## src/rtl/fifo_rd_stream.sv

```systemverilog
// ---------------------------------------------------------------------------
// fifo_rd_stream
//
// Read-side adapter between a synchronous FIFO and a valid/ready stream. The
// FIFO has registered read data, a one-cycle read latency and a registered
// empty flag. A two-entry buffer absorbs the read latency, so words are never
// lost or duplicated when m_ready drops in the middle of a burst. With
// m_ready held high the adapter moves one word per cycle.
//
// Ports
//   clk         rising-edge clock
//   rst         synchronous reset, active high
//   fifo_empty  upstream FIFO empty flag (registered in the FIFO)
//   fifo_data   upstream FIFO read data, valid the cycle after a read
//   fifo_rd_en  read request to the upstream FIFO (combinational)
//   flush       discards all buffered and in-flight words
//   m_data      stream data (always slot0)
//   m_valid     stream valid
//   m_ready     stream accept from downstream
//   xfer_count  completed handshakes, modulo 2^CNT_WIDTH
// ---------------------------------------------------------------------------
module fifo_rd_stream #(
  parameter int WIDTH     = 8,
  parameter int CNT_WIDTH = 16
) (
  input  logic                 clk,
  input  logic                 rst,
  input  logic                 fifo_empty,
  input  logic [WIDTH-1:0]     fifo_data,
  output logic                 fifo_rd_en,
  input  logic                 flush,
  output logic [WIDTH-1:0]     m_data,
  output logic                 m_valid,
  input  logic                 m_ready,
  output logic [CNT_WIDTH-1:0] xfer_count
);

  // Registered state
  logic [WIDTH-1:0]     slot0_q, slot0_d;
  logic [WIDTH-1:0]     slot1_q, slot1_d;
  logic [1:0]           occ_q, occ_d;
  logic                 inflight_q, inflight_d;
  logic                 drop_q, drop_d;
  logic [CNT_WIDTH-1:0] xfer_count_q, xfer_count_d;

  // Combinational helpers
  logic       pop_s;
  logic       capture_s;
  logic [2:0] budget_s;
  logic [1:0] occ_after_pop_s;
  logic       rd_en_s;

  // Handshake, capture qualification and read-issue decision.
  always_comb begin
    pop_s     = (occ_q != 2'd0) & m_ready;
    // A returning word is discarded when a flush is active in the cycle it
    // arrives, or when the drop flag from an earlier flush is still set.
    capture_s = inflight_q & ~drop_q & ~flush;
    // Slots that would be committed after this cycle's pop, counting the
    // word already in flight. A new read is allowed while that stays below
    // two, which guarantees the returning word always has a free slot.
    budget_s  = {1'b0, occ_q} + {2'b00, inflight_q} - {2'b00, pop_s};
    rd_en_s   = ~rst & ~flush & ~fifo_empty & (budget_s < 3'd2);
  end

  // Buffer update: pop shifts slot1 into slot0 first, then the returned word
  // lands in the lowest free slot after that shift.
  always_comb begin
    slot0_d         = slot0_q;
    slot1_d         = slot1_q;
    occ_after_pop_s = occ_q - {1'b0, pop_s};

    if (pop_s) begin
      slot0_d = slot1_q;
    end else begin
      slot0_d = slot0_q;
    end

    if (capture_s) begin
      if (occ_after_pop_s == 2'd0) begin
        slot0_d = fifo_data;
      end else begin
        slot1_d = fifo_data;
      end
    end else begin
      slot1_d = slot1_d;
    end

    if (flush) begin
      occ_d = 2'd0;
    end else begin
      occ_d = occ_after_pop_s + {1'b0, capture_s};
    end
  end

  // Read tracking, flush drop flag and handshake counter.
  always_comb begin
    inflight_d   = rd_en_s;
    drop_d       = flush & inflight_q;
    xfer_count_d = xfer_count_q + {{(CNT_WIDTH-1){1'b0}}, pop_s};
  end

  // State registers with synchronous reset.
  always_ff @(posedge clk) begin
    if (rst) begin
      slot0_q      <= '0;
      slot1_q      <= '0;
      occ_q        <= 2'd0;
      inflight_q   <= 1'b0;
      drop_q       <= 1'b0;
      xfer_count_q <= '0;
    end else begin
      slot0_q      <= slot0_d;
      slot1_q      <= slot1_d;
      occ_q        <= occ_d;
      inflight_q   <= inflight_d;
      drop_q       <= drop_d;
      xfer_count_q <= xfer_count_d;
    end
  end

  // Output mapping: stream side comes straight from registers; the read
  // request stays combinational so a returning m_ready can refill at once.
  always_comb begin
    m_data     = slot0_q;
    m_valid    = (occ_q != 2'd0);
    xfer_count = xfer_count_q;
    fifo_rd_en = rd_en_s;
  end

endmodule

```

## config.mk

```make
export PLATFORM = sky130hd
export DESIGN_NAME = fifo_rd_stream
export DESIGN_NICKNAME = d
export VERILOG_FILES = /design/src/rtl/fifo_rd_stream.sv
export SDC_FILE = /design/constraint.sdc
export NUM_CORES = 1
export LEC_CHECK = 0
export BUFFER_PORTS_ARGS = -buffer_cell sky130_fd_sc_hd__buf_2
export CORE_ASPECT_RATIO = 1.25
export CORE_MARGIN = 2
export CORE_UTILIZATION = 54
export CTS_BUF_LIST = sky130_fd_sc_hd__clkbuf_2
export DETAILED_ROUTE_END_ITERATION = 8
export PLACE_DENSITY_LB_ADDON = 0.1
export SLEW_MARGIN = 20
export SYNTH_ARGS = -nofsm -noshare
export SYNTH_HDL_FRONTEND = slang
export SYNTH_SLANG_ARGS = --single-unit
export TNS_END_PERCENT = 30
```

## constraint.sdc

```tcl
create_clock -name clk -period 2.5 [get_ports clk]
set_clock_uncertainty 0.05 [all_clocks]
set_input_delay 0.5 -clock clk [delete_from_list [all_inputs] [get_ports clk]]
set_output_delay 0.5 -clock clk [all_outputs]
set_load 0.01 [all_outputs]
```

* After elaboration in Yosys (flattened, before gate mapping) *
Index checks and enable logic that the tools add are counted.

storage, ports and cells
  register bits after elaboration = 36
  input bits = 13
  output and inout port bits = 26
  logic and storage cells = 31

operators by class
  $add $sub $neg = 5
  order comparisons = 1
  multiplexer cells = 3
  bitwise operators = 12
  reduce and logical (&&, ||, !) cells = 4

operators by type and width
  kind                count
  $mux 8              3
  $add 16x1->16       1
  $and 1x1->1         7
  $not 1->1           5
  $add 2x1->3         1
  $lt 3x2->1 const B  1
  $sub 3x1->3         1
  $add 2x1->2         1
  $logic_not 2->1     1
  $reduce_and 2->1    1
  $reduce_bool 2->1   1
  $reduce_or 2->1     1
  $sub 2x1->2         1

* Depth between registers and ports, before layout *
Gate-level depths: netlist (run 1).

  word-level depth = 6
  depth in mapped cells = 10
  mapped depth without buffers = 9

* Least setup slack after synthesis (run 1) *
OpenSTA, ideal clock, no wires.

  kind = flip-flop to output port
  start = register occ_q[1]
  end = output port fifo_rd_en
  data arrival time = 1.978 ns
  data required time = 1.950 ns
  path slack = -0.028 ns
  stages on the path, launching flop included = 8
  path buffers = 1
  cell sequence = dfxtp_1 or2_2 clkbuf_1 nand2_4 nor2_1 fa_1 nand2b_1 nor4_1

between the ends
  word-level cells in the longest chain between the ends = 5
  elaborated cells on any way between the ends = 6
  classes of those cells = add/sub (2); order compare (1); bitwise (2); reduce/logical (1)

ends and longest elaborated chain
  element                 line  source
  start, declared         41    logic [1:0] occ_q, occ_d;
  start signal, assigned  108   occ_q <= 2'd0;
  start signal, assigned  115   occ_q <= occ_d;
  $reduce_bool 2->1       n/a
  net m_valid             33    output logic m_valid,
  $and 1x1->1             55    pop_s = (occ_q != 2'd0) & m_ready;
  $sub 3x1->3             62    budget_s = {1'b0, occ_q} + {2'b00, inflight_q} - {2'b00, pop_s};
  $lt 3x2->1              63    rd_en_s = ~rst & ~flush & ~fifo_empty & (budget_s < 3'd2);
  $and 1x1->1             63
  end, declared           30    output logic fifo_rd_en,

The timed path passes the listed nets, and every way through them passes these cells.

* Worst setup path in the final report (run 1) *
  start = register occ_q[0]
  end = output port fifo_rd_en

between the ends
  word-level cells in the longest chain between the ends = 5
  elaborated cells on any way between the ends = 6
  classes of those cells = add/sub (2); order compare (1); bitwise (2); reduce/logical (1)

ends and longest elaborated chain
  element                                                              line
  parallel branches: the longest is 2 deep, another holds $add 2x1->3  n/a
  $sub 3x1->3 (*)                                                      62
  $lt 3x2->1 (*)                                                       63
  $and 1x1->1 (*)                                                      63

Mark *: on every way between the ends.

==> results of run 1 <==
worst min path at each step:
stage	startpoint	endpoint	slack (ns)	depth (start not counted)
floorplan	slot1_q[0]$_SDFFE_PP0P_	slot1_q[0]$_SDFFE_PP0P_	0.41	2
global placement	slot1_q[4]$_SDFFE_PP0P_	slot1_q[4]$_SDFFE_PP0P_	0.42	2
detailed placement	slot1_q[1]$_SDFFE_PP0P_	slot1_q[1]$_SDFFE_PP0P_	0.44	2
CTS	flush	occ_q[1]$_SDFF_PP0_	0.28	2
global route	flush	occ_q[0]$_SDFF_PP0_	0.26	2
finish	flush	occ_q[1]$_SDFF_PP0_	0.29	2
worst max-delay path, stage by stage (launching register included):
cell and delay (ns):
dfxtp_2 0.36, or2_4 0.26, nand2_4 0.08, nor2_2 0.04, fa_1 0.50, nand2b_1 0.08
nor4_2 0.20, buf_2 0.16
registers in the layout, summed over array words and instances (netlist names):
signal	flops
drop_q	1
occ_q	2
m_data	8
slot1_q	8
xfer_count	16
inflight_q	1
placed cells by master, fill, tap and decap left out, types with 2 or more instances in the layout:
cell,synthesis,layout
buf_4,0,5
nand2_1,6,6
o21ai_0,3,3
or3_1,3,3
and3_1,2,2
nand3_1,7,7
nand2b_1,2,2
xnor2_1,9,9
a21oi_1,4,4
inv_1,5,5
clkbuf_2,0,5
clkinv_1,0,2
buf_2,3,38
ha_1,3,3
mux2i_1,16,16
nor2_1,28,27
dfxtp_1,36,34
a211oi_1,8,8
xor2_1,4,4
nor4_1,5,4
nor2b_1,3,3
nor3_1,4,4
power by group through the flow:
stage	Sequential, W	Combinational [W]	Clock (W)
finish	0.000583	0.0000496	0.000351
global placement	0.000595	0.0000476	0
global route	0.000584	0.0000543	0.000385
CTS	0.000583	0.0000497	0.000359
floorplan	0.000598	0.0000255	0
detailed placement	0.000596	0.0000489	0
repair_timing:
item | CTS | global route
buffers inserted | 2 | 0
hold endpoints to repair | 0 | 0
gates resized for setup | 5 | 0
pin swaps | 0 | 0
endpoints found under the setup margin | 1 | 1
kinds of logic (layout without fill, tap and decap cells):
logic type                 after synthesis  in the layout
DFF                                     36             36
and+or+nand+nor                         69             69
buffers and inverters                   13             56
AOI/OAI and AO/OA                       16             16
xor gates and xnor gates                13             13
muxes                                   17             17
adders and majority gates                4              4
per-stage QoR:
| stage | std cells | setup slack, ns | cell area (um^2) | util, % | total power [W] |
|---|---|---|---|---|---|
| floorplan | 168 | 0.0656 | 1590 | - | 0.000623 |
| global placement | 235 | 0.167 | 1810 | 66.3 | 0.000643 |
| detailed placement | 235 | 0.132 | 1810 | 66.3 | 0.000645 |
| CTS | 245 | -0.132 | 1900 | 69.5 | 0.000992 |
| global route | 245 | -0.242 | 1900 | 69.5 | 0.00102 |
| finish | 245 | -0.111 | 1900 | 69.5 | 0.000983 |
routing by layer:
layer | wire length [um] | track usage (%)
met3 | 143 | 6.91
met4 | 51 | 7.69
met1 | 1290 | 21.6
met2 | 1590 | 36.1
met5 | 0 | 0
final cells by class:
cell class                 count  area share [%]
tap                           34            2.24
sequential                    36            38.2
timing repair buffer          43            12.0
inverter                       5           0.988
clock buffer                   5            1.32
multi-input combinational    119            43.3
clock inverter                 3            1.98
==> flow_summary.toml, run 1 <==
[outcome]
status = "complete, but fails checks"
violations = "setup timing"

[sta]
tns_ns = -0.111
postLayoutSetupSlackWorst_ns = -0.111
rsz0062_at_grt = "yes"
fmax_mhz = 383
worst_pin_slew_ns = 0.575
maxSlewViolCount = 0
whs_ns = 0.291
worst_slew_margin_rel_pct = 61.6
setup_viol = 1
final.min_clock_period_ns = 2.61
finalCritPeriodShare_pct = 104
hold_violations = 0

[yosys]
async_flop_share_pct = 0
synth_xor_area_share_pct = 7.19
synth.area.top_cells = "dfxtp_1 45%, mux2i_1 10%, nor2_1 6.6%"
netlist_instances = 168
synth_top_family_by_area = "simple AND/OR/NAND/NOR gates"
yosysMostFrequentCell = "dfxtp_1"
synth_compound_gate_area_share_pct = 6.64
synth_edf_count = 0
synth-simple-area-share_pct = 22.9
ys_ff_latch = 36
ys_seq_area_share_pct = 45.5
synth-adder-area-share_pct = 3.63
synth.cell_area_um2 = 1580
ys_warn_count = 0
ys_top_cells_by_count = "36 x dfxtp_1, 28 x nor2_1, 16 x mux2i_1, 9 x xnor2_1, 8 x a211oi_1"
syn_nets = 185
synth_area_leader_cell = "dfxtp_1"
syn_area_per_cell_um2 = 9.43
synthDistinctLibCells = 33
ys.flop_type = "dfxtp_1"
synth_top_area_share_pct = 45.5
synth_mux_area_share_pct = 10.8

[power]
cellPowerDensity_nw_per_um2 = 517
seqPwrFrac_pct = 59.3
switchingPower_w = 0.000220
power.internal_w = 0.000763
irDropWorstVdd_uv = 494
switching_share_pct = 22.3
leakage_nw = 0.928
clkPwrFrac_pct = 35.7
comb_power_share_pct = 5.1

[global_routing]
grt_pass1_wl_um = 5180
grt_max_degree = 38
grt_pass1_vias = 1221
grt_usage_pct = 20.4
grt_remaining_overflow = 0
antenna_found_initial = 0

[floorplan]
die-area_um2 = 3390
io_pins = 39
fp.dieW_um = 52.4
num_rows = 21
start_util_pct = 58.0
core-area_um2 = 2730
die_y_um = 64.6

[job]
drv_cap = 0

[clocking]
cts_buffers = 5
path_clk_slew_ns = 0.17
clockRootBuffer = "clkbuf_2"
clk_latency_ns = 0.38
clockBufferDepth = 2
cts_tree = "built"
postCtsHoldBufs = 0
cts.sinks = 36
h-tree-depth = 2

[final_layout]
finalNetCount = 227
fill_cells = 227
seq_area_um2 = 726
antenna_cells = 0
areaGrowthSynthToFinish_pct = 19.9
multiInputGateArea_um2 = 822
drive_above_1_share_pct = 28.4

[hold_path]
hold_class = "in -> reg"

[setup_path]
endpoint = "fifo_rd_en"
worstPathMaxFanout = 3
reg2reg_slack_ns = 0.38
rr_endpoint = "xfer_count[14]$_SDFF_PP0_"
crit_path_end_kind = "primary output"
cp.required_ns = 1.95
r2r_start = "occ_q[1]$_SDFF_PP0_"
setup.worst_path.start = "occ_q[0]$_SDFF_PP0_"
critical_path_arrival_ns = 2.06
path_class = "reg -> out"
start_kind = "register"
reg2regPathDepth = 9

[detailed_routing]
vias_per_cell = 5.33
ant_nets = 0
vias = 1307
firstDrtPassIters = 3
totalWireLength_um = 3080
first_iter_violations = 35
wire_per_inst_um = 12.6
drcViolationCount = 0

[placed_design]
portBuffers = 38
hpwl_um = 2240
place_congestion = 0.707
(Power assumes the default switching activity.)
==> inputs of run 2 (changes only) <==
- CAP_MARGIN: unset -> 25
- CORE_UTILIZATION: 54 -> 45
- SETUP_SLACK_MARGIN: unset -> 0.2
==> run 2 against run 1 <==
Compared with the run above: the run still ends with setup timing left; cell area up 1.4%; sequential cell count did not move; die area grew 19%; final cell count up 2.0%; fmax fell by 0.92%; sequential share of layout area is 0.48 points lower; combinational power increased by 4%; clock power up 2%; routed wire length rose by 2.7%; critical path depth unchanged; largest cell class unchanged.
==> flow_summary.toml, run 2 (synthesized netlist as in run 1, its figures left out) <==
[outcome]
status = "complete, but fails checks"
violations = "setup timing"

[hold_path]
hold_depth = 3
hold_path_end = "slot1_q[2]$_SDFFE_PP0P_"
hold_start = "fifo_data[2]"
hold_class = "in -> reg"

[setup_path]
reg2regPathDepth = 9
worstPathMaxFanout = 3
path_class = "reg -> out"
critical_path_arrival_ns = 2.09
reg2reg_slack_ns = 0.43
crit_path_end_kind = "primary output"
start_kind = "register"
rr_endpoint = "xfer_count[14]$_SDFF_PP0_"
cp.required_ns = 1.95
r2r_start = "occ_q[1]$_SDFF_PP0_"

[sta]
fmax_mhz = 379
rsz0062_at_grt = "yes"
worst_slew_margin_rel_pct = 62.7
tns_ns = -0.135
postLayoutSetupSlackWorst_ns = -0.135
maxSlewViolCount = 0
final.min_clock_period_ns = 2.64
finalCritPeriodShare_pct = 105
setup_viol = 1
worst_pin_slew_ns = 0.557
hold_violations = 0

[floorplan]
start_util_pct = 46.3
core-area_um2 = 3420
fp.dieW_um = 57.1
die-area_um2 = 4010
num_rows = 24
io_pins = 39
die_y_um = 70.3

[final_layout]
final_util_pct = 56.3
antenna_cells = 0
finalNetCount = 227
drive_above_1_share_pct = 29.9
largest_reg_flops = 16
fill_cells = 344
final_common_cell = "buf_2"
areaGrowthSynthToFinish_pct = 21.6
final_cell_mix = "38 x buf_2, 33 x dfxtp_1, 27 x nor2_1, 16 x mux2i_1, 9 x xnor2_1"
fin_cells = 250

[placed_design]
place_congestion = 0.705
dp_slack_ns = 0.0407
portBuffers = 38
dp.cells = 240
hpwl_um = 2270

[detailed_routing]
vias_per_cell = 5.24
wire_per_inst_um = 12.6
vias = 1310
drcViolationCount = 0
totalWireLength_um = 3160
firstDrtPassIters = 4
first_iter_violations = 49
ant_nets = 0

[global_routing]
antenna_found_initial = 0
grt_pass1_vias = 1328
grt_max_degree = 38
grt_pass1_wl_um = 5620
grt_usage_pct = 17.6
grt_remaining_overflow = 0

[clocking]
postCtsHoldBufs = 0
clk_latency_ns = 0.36
cts.sinks = 36
cts_buffers = 5
clockBufferDepth = 2
clockRootBuffer = "clkbuf_2"
path_clk_slew_ns = 0.17
cts_tree = "built"
h-tree-depth = 2

[power]
cellPowerDensity_nw_per_um2 = 514
p_total_w = 0.000991
irDropWorstVdd_uv = 472
leakage_nw = 0.928

[job]
drv_cap = 0
-- run 2: cell types whose count changed in the layout (fill, tap and decap cells not counted) --
cell,previous run,this run
clkinv_1,2,0
clkbuf_2,5,6
clkinv_2,0,1
dfxtp_1,34,33
dfxtp_2,1,2
nand2_4,1,0
nand2_8,0,1
nor4_2,1,0
nor4_4,0,1
-- run 2: routing by layer --
| metal | up-vias | track usage, % | share of wire [%] |
|---|---|---|---|
| li1 | 661 | - | - |
| met1 | 612 | 18.2 | 41 |
| met2 | 31 | 31.9 | 51 |
| met3 | 6 | 6.11 | 5.8 |
| met4 | 0 | 6.72 | 1.5 |
| met5 | - | 0 | 0 |
-- run 2: worst max-delay path by stage --
stage                         from          to  slack, ns  cells after the start
6_report       occ_q[1]$_SDFF_PP0_  fifo_rd_en      -0.14                      7
5_1_grt        occ_q[1]$_SDFF_PP0_  fifo_rd_en      -0.28                      7
4_1_cts        occ_q[1]$_SDFF_PP0_  fifo_rd_en      -0.21                      7
3_5_place_dp               m_ready  fifo_rd_en       0.04                      7
3_3_place_gp               m_ready  fifo_rd_en       0.05                      7
2_1_floorplan  occ_q[1]$_SDFF_PP0_  fifo_rd_en       0.22                      7
-- run 2: cell type report --
| type | count | area, um^2 | area share, % |
|---|---|---|---|
| repair buffers | 43 | 228 | 11.8 |
| clock buffers | 6 | 30.0 | 1.56 |
| well taps | 39 | 48.8 | 2.53 |
| multi-input cells | 119 | 840 | 43.6 |
| flip-flops and latches | 36 | 727 | 37.7 |
| clock inverters | 2 | 35.0 | 1.82 |
| inverters | 5 | 18.8 | 0.974 |
-- run 2: power by group --
part	switching [W]	internal (W)
registers	0.00000329	0.000579
clock network	0.000184	0.000172
logic	0.0000299	0.0000215
-- run 2: timing repair --
| action | CTS | global route |
|---|---|---|
| hold endpoints to repair | 0 | 0 |
| buffers inserted | 2 | 0 |
| cloned | 0 | 0 |
| resized for setup | 2 | 1 |
| pin swaps | 2 | 1 |
| setup endpoints to repair | 1 | 1 |
-- run 2: through the flow --
stage | area (um^2) | hold slack (ns)
floorplan | 1630 | 0.413
global placement | 1840 | 0.424
detailed placement | 1840 | 0.441
CTS | 1930 | 0.277
global route | 1930 | 0.272
finish | 1930 | 0.314
-- run 2: critical path, stage by stage, from the launching register on --
cell      delay [ns]
dfxtp_4         0.38
or2_4           0.25
nand2_8         0.06
nor2_2          0.04
fa_1            0.48
nand2b_1        0.10
nor4_4          0.24
buf_2           0.16
==> inputs of run 3 (changes only) <==
- CORE_UTILIZATION: 45 -> 50
- SETUP_SLACK_MARGIN: 0.2 -> unset
==> run 3 against run 2 <==
Compared with the run above: the flow still finishes with violations (setup timing); largest power group unchanged; register-to-register slack got worse by 0.20 ns; worst setup slack improved by 0.092 ns; worst hold slack improved by 0.0040 ns; non-clock buffer count increased by 2; sequential power about the same; cell area decreased by 1.0%.
==> flow_summary.toml, run 3 (synthesized netlist as in run 1, its figures left out) <==
[power]
leakage_nw = 0.938
power.internal_w = 0.000677
switching_share_pct = 23.5
comb_power_share_pct = 6.1
cellPowerDensity_nw_per_um2 = 465
irDropWorstVdd_uv = 352
seqPwrFrac_pct = 65.7
clkPwrFrac_pct = 28.2
switchingPower_w = 0.000208

[placed_design]
dp.cells = 236
hpwl_um = 2290
dp_slack_ns = 0.141
place_congestion = 0.751
portBuffers = 38

[global_routing]
grt_remaining_overflow = 0
grt_max_degree = 30
grt_usage_pct = 20.3
antenna_found_initial = 0
grt_pass1_wl_um = 5350
grt_pass1_vias = 1216

[floorplan]
fp.dieW_um = 54.3
io_pins = 39
num_rows = 22
die-area_um2 = 3640
die_y_um = 66.9
start_util_pct = 53.3
core-area_um2 = 2970

[detailed_routing]
vias_per_cell = 5.19
totalWireLength_um = 3300
first_iter_violations = 23
drcViolationCount = 0
ant_nets = 0
vias = 1293
wire_per_inst_um = 13.3
firstDrtPassIters = 4

[setup_path]
rr_endpoint = "xfer_count[14]$_SDFF_PP0_"
reg2reg_slack_ns = 0.23
path_class = "reg -> out"
cp_top_family = "simple AND/OR/NAND/NOR gates"
max_stage_delay_ns = 0.55
slowest_stage = "fa_2"
crit_path_end_kind = "primary output"
cp.required_ns = 1.95
setup.worst_path.start = "occ_q[0]$_SDFF_PP0_"
worstPathMaxFanout = 2
start_kind = "register"
critical_path_arrival_ns = 1.99
r2r_start = "occ_q[0]$_SDFF_PP0_"
reg2regPathDepth = 10
path_buf_inv = 1
endpoint = "fifo_rd_en"
cp_cell_sequence = "or2_4 -> nand2_4 -> nor2_2 -> fa_2 -> nand2b_4 -> nor4_2 -> buf_2"
path_depth = 7

[sta]
setup_viol = 1
finalCritPeriodShare_pct = 102
tns_ns = -0.0431
worst_pin_slew_ns = 0.565
postLayoutSetupSlackWorst_ns = -0.0431
final.min_clock_period_ns = 2.54
maxSlewViolCount = 0
fmax_mhz = 393
worst_slew_margin_rel_pct = 62.2
hold_violations = 0
rsz0062_at_grt = "yes"
whs_ns = 0.318

[final_layout]
fin_cells = 249
final_cell_mix = "38 x buf_2, 33 x dfxtp_1, 27 x nor2_1, 16 x mux2i_1, 9 x xnor2_1"
finalNetCount = 229
areaGrowthSynthToFinish_pct = 20.4
final_common_cell = "buf_2"
largest_reg_flops = 16
antenna_cells = 0
fill_cells = 266
drive_above_1_share_pct = 31.0

[clocking]
h-tree-depth = 2
cts_tree = "built"
postCtsHoldBufs = 0
clk_latency_ns = 0.36
cts_buffers = 5
clockBufferDepth = 2
cts.sinks = 36
clockRootBuffer = "clkbuf_2"
path_clk_slew_ns = 0.18

[outcome]
status = "complete, but fails checks"
violations = "setup timing"

[hold_path]
hold_class = "in -> reg"
hold_start = "flush"

[job]
drv_cap = 0
[run 3: cell count changes in the layout (fill, tap and decap cells not counted), sizes merged]
cell and change:
buf +2, bufinv -1, clkbuf +1
[run 3: how the worst min path moves through the flow]
stage	cells after the start	slack [ns]	endpoint
after floorplan	2	0.41	slot1_q[0]$_SDFFE_PP0P_
after global placement	2	0.42	slot1_q[7]$_SDFFE_PP0P_
after detailed placement	2	0.44	slot1_q[2]$_SDFFE_PP0P_
after CTS	2	0.28	occ_q[0]$_SDFF_PP0_
after global routing	2	0.27	occ_q[1]$_SDFF_PP0_
final	2	0.32	occ_q[0]$_SDFF_PP0_
[run 3: area by class of cell]
| cell class | instances | area (um^2) | area share [%] |
|---|---|---|---|
| Multi-Input combinational cell | 119 | 832 | 43.6 |
| Sequential cell | 36 | 729 | 38.3 |
| Timing Repair Buffer | 45 | 243 | 12.7 |
| Tap cell | 36 | 45.0 | 2.36 |
| Clock buffer | 7 | 35.0 | 1.84 |
| Inverter | 5 | 18.8 | 0.984 |
| Clock inverter | 1 | 3.75 | 0.197 |
[run 3: routing by layer]
metal	routed length [um]	track usage, %	vias up
met5	0	0	-
met4	23	8.44	0
met3	155	5.61	2
met2	1700	35.1	24
met1	1430	22.6	602
li1	-	-	665
[run 3: stage by stage]
stage / power [W] / utilization (%) / cell area [um^2]
2_1_floorplan: 0.000623 / - / 1590
3_5_place_dp: 0.000645 / 60.8 / 1810
3_3_place_gp: 0.000643 / 60.8 / 1810
6_report: 0.000886 / 64.1 / 1910
4_1_cts: 0.000896 / 63.6 / 1890
5_1_grt: 0.000934 / 64.1 / 1910
[run 3: power groups by stage]
stage	combinational [W]	sequential, W	clock [W]
floorplan	0.0000255	0.000598	0
global placement	0.0000479	0.000595	0
detailed placement	0.0000497	0.000596	0
CTS	0.0000516	0.000583	0.000261
global route	0.0000599	0.000583	0.000291
finish	0.0000540	0.000582	0.000250
[run 3: what timing repair did]
item                                    CTS  global route
setup buffers                             4             1
resized for setup                         7             2
pin swaps                                 3             0
endpoints found under the setup margin    1             1
